## config.mk

```make
export PLATFORM = sky130hd
export DESIGN_NAME = bypass_ram_delay
export DESIGN_NICKNAME = d
export VERILOG_FILES = /design/src/rtl/bypass_ram_delay.sv
export SDC_FILE = /design/constraint.sdc
export NUM_CORES = 1
export LEC_CHECK = 0
export BUFFER_PORTS_ARGS = -buffer_cell sky130_fd_sc_hd__buf_2
export CORE_UTILIZATION = 59
export CTS_BUF_LIST = sky130_fd_sc_hd__clkbuf_4
export DETAILED_ROUTE_END_ITERATION = 8
export PLACE_DENSITY = 0.86
export SETUP_SLACK_MARGIN = 0.02
export SYNTH_ARGS = -nofsm -noshare
export SYNTH_HDL_FRONTEND = slang
export SYNTH_HIERARCHICAL = 1
export SYNTH_SLANG_ARGS = --single-unit
```

## constraint.sdc

```tcl
create_clock -name clk_i -period 1.6 [get_ports clk_i]
set_input_delay 0.32 -clock clk_i [delete_from_list [all_inputs] [get_ports clk_i]]
set_output_delay 0.32 -clock clk_i [all_outputs]
set_load 0.005 [all_outputs]
```

## src/rtl/bypass_ram_delay.sv

```systemverilog
// Simple dual-port RAM with a pipelined read port and a sideband
// word/valid carried alongside the read, plus an optional output stage.

// Delay element: pass-through when ENABLE=0, one cleared register when ENABLE=1.
module bypass_ram_delay_reg #(
    parameter int DATA_WIDTH = 1,
    parameter int ENABLE     = 1
) (
    input  logic                  clk_i,
    input  logic                  rst_i,
    input  logic [DATA_WIDTH-1:0] in_data_i,
    input  logic                  in_valid_i,
    output logic [DATA_WIDTH-1:0] out_data_o,
    output logic                  out_valid_o
);

    if (ENABLE != 0) begin : g_reg
        logic [DATA_WIDTH-1:0] data_q;
        logic                  valid_q;

        // Register data and valid; async clear drops anything in flight.
        always_ff @(posedge clk_i or negedge rst_i) begin
            if (!rst_i) begin
                data_q  <= '0;
                valid_q <= 1'b0;
            end else begin
                data_q  <= in_data_i;
                valid_q <= in_valid_i;
            end
        end

        assign out_data_o  = data_q;
        assign out_valid_o = valid_q;
    end else begin : g_pass
        logic unused_clk_rst;
        assign unused_clk_rst = clk_i ^ rst_i;
        assign out_data_o     = in_data_i;
        assign out_valid_o    = in_valid_i;
    end

endmodule

// Top: RAM storage, stage A read register, optional stage B.
module bypass_ram_delay #(
    parameter int DATA_WIDTH     = 16,
    parameter int ADDR_WIDTH     = 1,
    parameter int BYPASS_WIDTH   = 1,
    parameter int OUT_REG_ENABLE = 0
) (
    input  logic                    clk_i,
    input  logic                    rst_i,
    input  logic [ADDR_WIDTH-1:0]   wr_addr_i,
    input  logic [DATA_WIDTH-1:0]   wr_data_i,
    input  logic                    wr_enable_i,
    input  logic [ADDR_WIDTH-1:0]   in_read_addr_i,
    input  logic [BYPASS_WIDTH-1:0] in_bypass_i,
    input  logic                    in_valid_i,
    output logic [DATA_WIDTH-1:0]   out_read_data_o,
    output logic [BYPASS_WIDTH-1:0] out_bypass_o,
    output logic                    out_valid_o
);

    localparam int DEPTH = 2 ** ADDR_WIDTH;
    localparam int PW    = DATA_WIDTH + BYPASS_WIDTH;

    logic [DATA_WIDTH-1:0]   mem_q [DEPTH] = '{default: '0};

    logic [DATA_WIDTH-1:0]   data_a_d;
    logic [DATA_WIDTH-1:0]   data_a_q;
    logic [BYPASS_WIDTH-1:0] bypass_a_q;
    logic                    valid_a_q;
    logic [PW-1:0]           pack_b;

    // Write port; not reset so contents survive a pipeline flush.
    always_ff @(posedge clk_i) begin
        if (wr_enable_i) begin
            mem_q[wr_addr_i] <= wr_data_i;
        end
    end

    // Read-first: the array is sampled before this edge's write lands.
    always_comb begin
        data_a_d = mem_q[in_read_addr_i];
    end

    // Stage A captures every cycle; valid is the only qualifier.
    always_ff @(posedge clk_i or negedge rst_i) begin
        if (!rst_i) begin
            data_a_q   <= '0;
            bypass_a_q <= '0;
            valid_a_q  <= 1'b0;
        end else begin
            data_a_q   <= data_a_d;
            bypass_a_q <= in_bypass_i;
            valid_a_q  <= in_valid_i;
        end
    end

    bypass_ram_delay_reg #(
        .DATA_WIDTH (PW),
        .ENABLE     (OUT_REG_ENABLE)
    ) u_out_reg (
        .clk_i       (clk_i),
        .rst_i       (rst_i),
        .in_data_i   ({data_a_q, bypass_a_q}),
        .in_valid_i  (valid_a_q),
        .out_data_o  (pack_b),
        .out_valid_o (out_valid_o)
    );

    assign out_read_data_o = pack_b[PW-1:BYPASS_WIDTH];
    assign out_bypass_o    = pack_b[BYPASS_WIDTH-1:0];

endmodule

```

# Yosys cells after proc, flatten, opt, wreduce, memory -nomap -nowiden
# Memory sizes are Yosys's and may differ from the RTL's. A register that Yosys moved wholly into a read port is not among the register bits.
# Cells that the tools add are included.
[word_totals] register_bits=2 ram_bits=32 output_inout_bits=18 n_memories=1
[op_classes] n_mux=2 reduce_logical=1
[memory_table] name="mem_q" depth=2 word_bits=16 read_ports=1 rd_clocked_by_memory_dff=1 wr=1 line_no="66" source="logic [DATA_WIDTH-1:0] mem_q [DEPTH] = '{default: '0};"
[ops] operator="2-to-1 mux 1 bit" n=2
[ops] operator="zero test 1 bit" n=1

# Depth between registers and ports, before layout
# Gate-level depths: netlist (run 1).
[depth] word_depth=2 depth_mapped=3 mapped_depth_nobuf=1

# By module
# Netlist (run 1), hierarchy kept.
[by_module_without_submodules] mod="bypass_ram_delay" instances=1 cells_each=70 area_each_um2=1672.9
[by_module_without_submodules] mod="bypass_ram_delay_reg" instances=1 cells_each=18 area_each_um2=135.1

# Least setup slack after synthesis (run 1)
# OpenSTA, ideal clock, no wires.
[synth_timing] kind="input to register" startpoint="input port wr_enable_i" endpoint="memory mem_q[0][0] (enable)" t_arrival_ns=1.084 setup_slack_ns=0.125 path_stages=1 cell_sequence="nor2b_1"
[synth_between] elab_chain_cells=2
[synth_lines] item="from (decl)" line_no="54" source="input logic wr_enable_i,"
[synth_lines] item="2-to-1 mux 1 bit" line_no="76" source="if (wr_enable_i) begin"
[synth_lines] item="2-to-1 mux 1 bit (implied by the code)" line_no="77" source="mem_q[wr_addr_i] <= wr_data_i;"
[synth_lines] item="to (decl)" line_no="66"
# No other way between the ends.

# Worst setup path in the final report (run 1)
[layout_timing] startpoint="register data_a_q[9], read port of mem_q" endpoint="output port out_read_data_o[9]"
[layout_lines] item="from (decl)" line_no="69" source="logic [DATA_WIDTH-1:0] data_a_q;"
[layout_lines] item="to (decl)" line_no="58" source="output logic [DATA_WIDTH-1:0] out_read_data_o,"
# No word-level cell between the ends.

==> qor.log, run 1 <==
[clocking] clock sink count 50
[worst_setup_path] critical path endpoint out_read_data_o[9]
[worst_setup_path] RR Startpoint mem_q[0][8]
[outcome] violated checks DRC
[worst_setup_path] critical path class flip-flop to output pin
[worst_setup_path] required time at the worst-slack endpoint 1.28 ns
[yosys] YS warnings 6
[timing] clock skew 0.00865 ns
[global_routing] pin count of the biggest net entering global routing 19
[timing] worst slew slack as a fraction of its limit 0.698
[yosys] sequential share of the synthesized area 0.781
[power] switching power total 0.000432 W
[cells_and_area] Layout Area Growth over Synthesis 8.72%
[placement] Port Buffers 40
[floorplan] Core Box Area 2830 um^2
[cells_and_area] layout cell share with drive strength beyond 1 0.555
[route] Via-to-Cell Ratio 5.09
[worst_setup_path] crit path cell chain buf_2
[timing] number of max-slew violations in the final report 0
[worst_setup_path] crit-path max cell delay 0.39 ns
[cells_and_area] net total in the final layout 141
[power] sequential share of power 0.672
[global_routing] wire length of the first global-routing pass 3450 um
[floorplan] # rows 19
[power] leakage power 0.829 nW
[floorplan] total I/O pin count 41
[worst_setup_path] cell with the largest stage delay on the worst path sky130_fd_sc_hd__dfrtp_1
[power] Power, Total 0.00223 W
[floorplan] Die Y 57.4 um
[worst_setup_path] cell family with the largest share of critical-path delay flip-flops
[timing] final setup violation count 0
[clocking] depth of the CTS H-tree 2
[worst_setup_path] CP startpoint kind flip-flop
[timing] f_max 0.843 GHz
[route] number of nets still failing antenna checks after routing 0
[worst_setup_path] launching element of the worst setup path data_a_q[9]
[yosys] nets in the synthesized netlist 111
[power] Clk pwr share 0.252
[job] max cap viols 0
[clocking] number of resized instances in the post-cts repair step 0
[global_routing] global-route congestion overflow total 0
[yosys] share of synthesized registers carrying an async set or reset 0.360
[clocking] deepest clock path buffer count 2
[yosys] Synth Area in Adders 0
[floorplan] initial core utilization 0.639
[yosys] netlist area before placement 1810 um^2
[yosys] synthesized flop and latch total 50
[hold_path] min-delay worst type input port to flip-flop
[yosys] post-synthesis simple-gate area fraction 0.00692
[yosys] main combinational cell family by area after synthesis multiplexers
[clocking] clock transition time at the flip-flop clock pins of the worst setup and hold paths 0.12 ns
[power] internal cell power 0.00180 W
[yosys] Post-Synth XOR/XNOR Area 0
[yosys] count of flip-flops with a built-in enable after synthesis 32
[worst_setup_path] worst flop-to-flop path endpoint data_a_q[8]
[yosys] ys flop type sky130_fd_sc_hd__edfxtp_1
[power] total power density per cell area 1130 nW/um^2
[yosys] area share of the largest cell type after synthesis 0.531
[route] DRC Markers 3
[global_routing] global-route usage over all layers 0.156
[cells_and_area] utilization after layout 0.695
[cells_and_area] count of filler cells inserted in the layout 193
[timing] fin worst setup slack 0.414 ns
[timing] measured slew at the worst slew-check pin 0.454 ns
[clocking] TritonCTS clock tree built
[power] combinational power share 0.076
[power] peak supply drop 0.717 mV
[timing] number of hold violations in the final report 0
[clocking] number of buffers created by CTS 5
[placement] Setup WS pre-CTS 0.360 ns
[floorplan] full die area 3290 um^2
[yosys] multiplexer share of the synthesized area 0.120
[yosys] list of most frequent post-synthesis cells sky130_fd_sc_hd__edfxtp_1 (32), sky130_fd_sc_hd__buf_4 (18), sky130_fd_sc_hd__dfrtp_1 (18)
[yosys] Synth area leader sky130_fd_sc_hd__edfxtp_1
[cells_and_area] antenna diode count 0
[yosys] compound-gate portion of the synthesized area 0
[route] total iterations of the first detailed-routing run 8
[worst_setup_path] Worst Reg2Reg Path Length in Cells 1
[route] initial DRC count 17
[power] switching part of the total 0.194
[worst_setup_path] endpoint class of the critical path output pin
[route] routed length per placed instance 14.5 um
[floorplan] width of the chip 57.4 um
[yosys] top cells by area, synth sky130_fd_sc_hd__edfxtp_1 (53%), sky130_fd_sc_hd__dfrtp_1 (25%), sky130_fd_sc_hd__mux2_4 (8.3%), sky130_fd_sc_hd__buf_4 (7.5%), sky130_fd_sc_hd__mux2_2 (3.7%)
[outcome] status complete, but fails checks
[worst_setup_path] instance count on the critical path 1
[route] Detailed Route WL 2180 um
[worst_setup_path] biggest fanout along the worst timing path 1
[worst_setup_path] CP Buf/Inv Count 1
[yosys] most common cell in the netlist sky130_fd_sc_hd__edfxtp_1
[timing] Period minus WS final 1.19 ns
[global_routing] antenna violations before repair 0
[yosys] count of distinct cell types in the synthesized netlist 9
[global_routing] vias in the first global route 788
[clocking] clock insertion delay at the later pin of the skew report 0.35 ns
[timing] fin crit share 0.741
[yosys] post-synthesis area per instance 20.5 um^2
[route] DR vias 763
[placement] Final GP Congestion 0.781
[timing] setup repair after global routing missed its margin no
[clocking] Post CTS Setup Buffer Count 0
[clocking] root buffer cell sky130_fd_sc_hd__clkbuf_4
[timing] Hold Slack 0.0719 ns
[timing] Setup TNS Final 0 ns
[worst_setup_path] internal reg-to-reg setup slack 0.81 ns
[yosys] number of instances in the synthesized netlist 88
[worst_setup_path] crit path DAT 0.87 ns
[metal layers]
metal  global-route usage  vias up  share of wire
met3               0.0544        8          0.061
met1                0.162      368           0.35
li1                     -      357              -
met4                0.115        0          0.032
met2                0.259       30           0.55
met5                    0        -              0
[cells by family (layout without fill, tap and decap cells)]
| kind of cell | after synthesis | count (layout) |
|---|---|---|
| AND/OR/NAND/NOR | 2 | 2 |
| flip-flops | 50 | 50 |
| buffers and inverters | 20 | 51 |
| multiplexers | 16 | 16 |
[power groups by stage]
stage	Clock (W)	Sequential [W]	Combinational, W
final	0.000563	0.00150	0.000169
after global routing	0.000626	0.00151	0.000186
after CTS	0.000582	0.00150	0.000172
after detailed placement	0	0.00153	0.000169
after global placement	0	0.00152	0.000163
after floorplan	0	0.00152	0.000139
[registers in the layout, indices dropped and copies added, names as in the netlist]
name	cells
mem_q	32
data_a_q	16
bypass_a_q	1
valid_a_q	1
[layout by cell type, fill, tap and decap left out]
| master | n |
|---|---|
| sky130_fd_sc_hd__buf_4 | 2 |
| sky130_fd_sc_hd__nor2b_1 | 1 |
| sky130_fd_sc_hd__dlygate4sd3_1 | 1 |
| sky130_fd_sc_hd__dfrtp_1 | 18 |
| sky130_fd_sc_hd__mux2_2 | 6 |
| sky130_fd_sc_hd__and2_1 | 1 |
| sky130_fd_sc_hd__edfxtp_1 | 32 |
| sky130_fd_sc_hd__clkbuf_4 | 8 |
| sky130_fd_sc_hd__mux2_4 | 10 |
| sky130_fd_sc_hd__buf_2 | 40 |
[cell type report]
type                       instances  area, um^2  share of cell area
sequential                        50        1410               0.718
timing repair buffer              43         225               0.115
multi-input combinational         18         230               0.117
tap                               31        38.8              0.0197
clock buffer                       8        60.1              0.0306
[how the worst min path moves through the flow]
stage	slack, ns	from	cells past startpoint	end
global route	0.05	in_valid_i	1	valid_a_q
floorplan	0.02	rst_i	0	bypass_a_q
detailed placement	0.27	rst_i	1	data_a_q[4]
CTS	0.06	in_valid_i	1	valid_a_q
global placement	0.26	rst_i	1	data_a_q[9]
finish	0.07	in_valid_i	1	valid_a_q
[what timing repair did]
| item | in CTS | in global routing |
|---|---|---|
| hold buffers | 1 | 0 |
| endpoints found under the setup margin | 0 | 0 |
| hold endpoints to repair | 18 | 0 |
[stage by stage]
step | area [um^2] | cells
after floorplan | 1810 | 88
after global placement | 1900 | 141
after detailed placement | 1900 | 141
after CTS | 1970 | 150
after global routing | 1970 | 150
final | 1970 | 150
No activity file was read; power rests on OpenSTA's default activity.
==> inputs of run 2 (changes only) <==
CORE_UTILIZATION = 55   (was 59)
PLACE_DENSITY = 0.81   (was 0.86)
clock period = 1.15 ns   (was 1.6 ns; I/O delays follow)
==> run 2 against run 1 <==
The flow now finishes without violations. Non-clock buffer count up 6. Routed wire length up 2.2%. Critical path type unchanged. Via count up 5.0%. Final cell count up 13%. Clock skew down 0.0010 ns. Power up 38%. Global-route usage down 0.066 points. Sequential share of layout area down 3.1 points. Cell area up 4.5%. Register-to-register slack worse by 0.43 ns. Utilization down 2.8 points. First-iteration DRC count down 12%.
==> qor.log, run 2 (synthesis gave the netlist of run 1 again) <==
[route] DR vias 801
[route] routed length per placed instance 13.2 um
[cells_and_area] antenna diode count 0
[worst_setup_path] RR Startpoint mem_q[0][5]
[power] Power, Total 0.00307 W
[timing] fin crit share 0.946
[route] total iterations of the first detailed-routing run 4
[clocking] root buffer cell sky130_fd_sc_hd__clkbuf_4
[outcome] status finished, final reports clean
[route] Via-to-Cell Ratio 4.74
[timing] clock skew 0.00762 ns
[worst_setup_path] biggest fanout along the worst timing path 1
[placement] Setup WS pre-CTS 0.174 ns
[worst_setup_path] required time at the worst-slack endpoint 0.92 ns
[floorplan] Core Box Area 3080 um^2
[cells_and_area] Layout Area Growth over Synthesis 13.6%
[worst_setup_path] launching element of the worst setup path data_a_q[14]
[clocking] depth of the CTS H-tree 2
[floorplan] total I/O pin count 41
[clocking] number of buffers created by CTS 5
[clocking] TritonCTS clock tree built
[clocking] clock insertion delay at the later pin of the skew report 0.34 ns
[timing] setup repair after global routing missed its margin yes
[timing] number of max-slew violations in the final report 0
[route] DRC Markers 0
[timing] f_max 0.920 GHz
[timing] measured slew at the worst slew-check pin 0.375 ns
[global_routing] global-route usage over all layers 0.155
[worst_setup_path] endpoint class of the critical path output pin
[floorplan] width of the chip 59.3 um
[worst_setup_path] crit path DAT 0.86 ns
[cells_and_area] most frequent cells in the layout sky130_fd_sc_hd__buf_2 (40), sky130_fd_sc_hd__edfxtp_1 (32), sky130_fd_sc_hd__dfrtp_1 (18), sky130_fd_sc_hd__mux2_4 (10)
[route] number of nets still failing antenna checks after routing 0
[global_routing] vias in the first global route 799
[placement] Port Buffers 40
[floorplan] Die Y 59.3 um
[clocking] clock transition time at the flip-flop clock pins of the worst setup and hold paths 0.12 ns
[hold_path] min-delay worst type input port to flip-flop
[worst_setup_path] crit path cell chain buf_2
[worst_setup_path] critical path class flip-flop to output pin
[worst_setup_path] CP Buf/Inv Count 1
[global_routing] fraction of met2 tracks used by global routing 0.255
[global_routing] busiest metal layer after global routing met2
[global_routing] pin count of the biggest net entering global routing 19
[route] Detailed Route WL 2230 um
[worst_setup_path] crit-path max cell delay 0.39 ns
[global_routing] wire length of the first global-routing pass 3570 um
[power] total power density per cell area 1490 nW/um^2
[job] max cap viols 0
[global_routing] global-route congestion overflow total 0
[cells_and_area] largest registers mem_q (32), data_a_q (16)
[clocking] clock sink count 50
[global_routing] met1 track demand over resource 0.156
[placement] Final GP Congestion 0.662
[global_routing] Global Route met3 Usage 0.0502
[route] initial DRC count 15
[cells_and_area] count of filler cells inserted in the layout 232
[timing] fin worst setup slack 0.0626 ns
[timing] number of hold violations in the final report 0
[timing] Setup TNS Final 0 ns
[power] peak supply drop 0.861 mV
[placement] standard cell area after detailed placement 1970 um^2
[cells_and_area] net total in the final layout 147
[floorplan] # rows 20
[cells_and_area] fin area 2050 um^2
[worst_setup_path] cell with the largest stage delay on the worst path sky130_fd_sc_hd__dfrtp_1
[timing] Hold Slack 0.0652 ns
[timing] Period minus WS final 1.09 ns
[timing] final setup violation count 0
[floorplan] full die area 3520 um^2
[hold_path] Hold Startpoint wr_data_i[15]
[cells_and_area] Largest register FFs 32
[cells_and_area] layout cell share with drive strength beyond 1 0.560
[worst_setup_path] CP startpoint kind flip-flop
[clocking] deepest clock path buffer count 2
[timing] worst slew slack as a fraction of its limit 0.750
[floorplan] initial core utilization 0.587
[power] leakage power 0.864 nW
[worst_setup_path] cell family with the largest share of critical-path delay flip-flops
[global_routing] antenna violations before repair 0
[cells_and_area] Reg with most FFs mem_q
[cells_and_area] most frequent standard cell in the layout excluding fill and tap cells sky130_fd_sc_hd__buf_2
run 2: cell types whose count changed in the layout (fill, tap and decap cells not counted):
cell and change:
sky130_fd_sc_hd__buf_12 +2, sky130_fd_sc_hd__buf_4 +2, sky130_fd_sc_hd__clkbuf_4 -2, sky130_fd_sc_hd__dlygate4sd3_1 +2, sky130_fd_sc_hd__clkinv_1 +1, sky130_fd_sc_hd__clkinv_2 +1, sky130_fd_sc_hd__nor2b_1 -1, sky130_fd_sc_hd__nor2b_2 +1
run 2: repair_timing:
item                                    4_1_cts  5_1_grt
setup buffers                                 0        0
endpoints found under the setup margin        0        5
gates resized for setup                       0        0
hold buffers                                  3        0
hold endpoints to repair                     20        0
run 2: per-stage QoR:
step	instances	utilization
finish	169	0.667
global route	169	0.667
CTS	169	0.667
detailed placement	158	0.640
global placement	158	0.640
floorplan	88	-
run 2: final cells by class:
class,instances,area (um^2),share of cell area
Sequential cell,50,1410,0.687
Timing Repair Buffer,49,300,0.146
Clock buffer,6,45.0,0.0219
Multi-Input combinational cell,18,233,0.113
Tap cell,44,55.1,0.0268
Clock inverter,2,8.76,0.00427
run 2: worst paths after layout:
kind,end,cells past startpoint,slack (ns)
max in group asynchronous,data_a_q[13],2,0.56
min,mem_q[0][15],1,0.07
max reg2reg,data_a_q[5],1,0.38
min reg2reg,data_a_q[12],1,0.49
min in group asynchronous,bypass_a_q,2,0.32
max,out_read_data_o[14],1,0.06
run 2: report_power, final:
| group | switching [W] | internal (W) | total (W) |
|---|---|---|---|
| combinational | 0.000109 | 0.000156 | 0.000265 |
| sequential | 0.0000309 | 0.00205 | 0.00208 |
| clock | 0.000466 | 0.000254 | 0.000720 |
| total | 0.000606 | 0.00246 | 0.00307 |
run 2: routing by layer:
layer / part of all wire / up-vias
met2: 0.57 / 30
met5: 0 / -
met1: 0.34 / 394
li1: - / 368
met3: 0.054 / 9
met4: 0.035 / 0
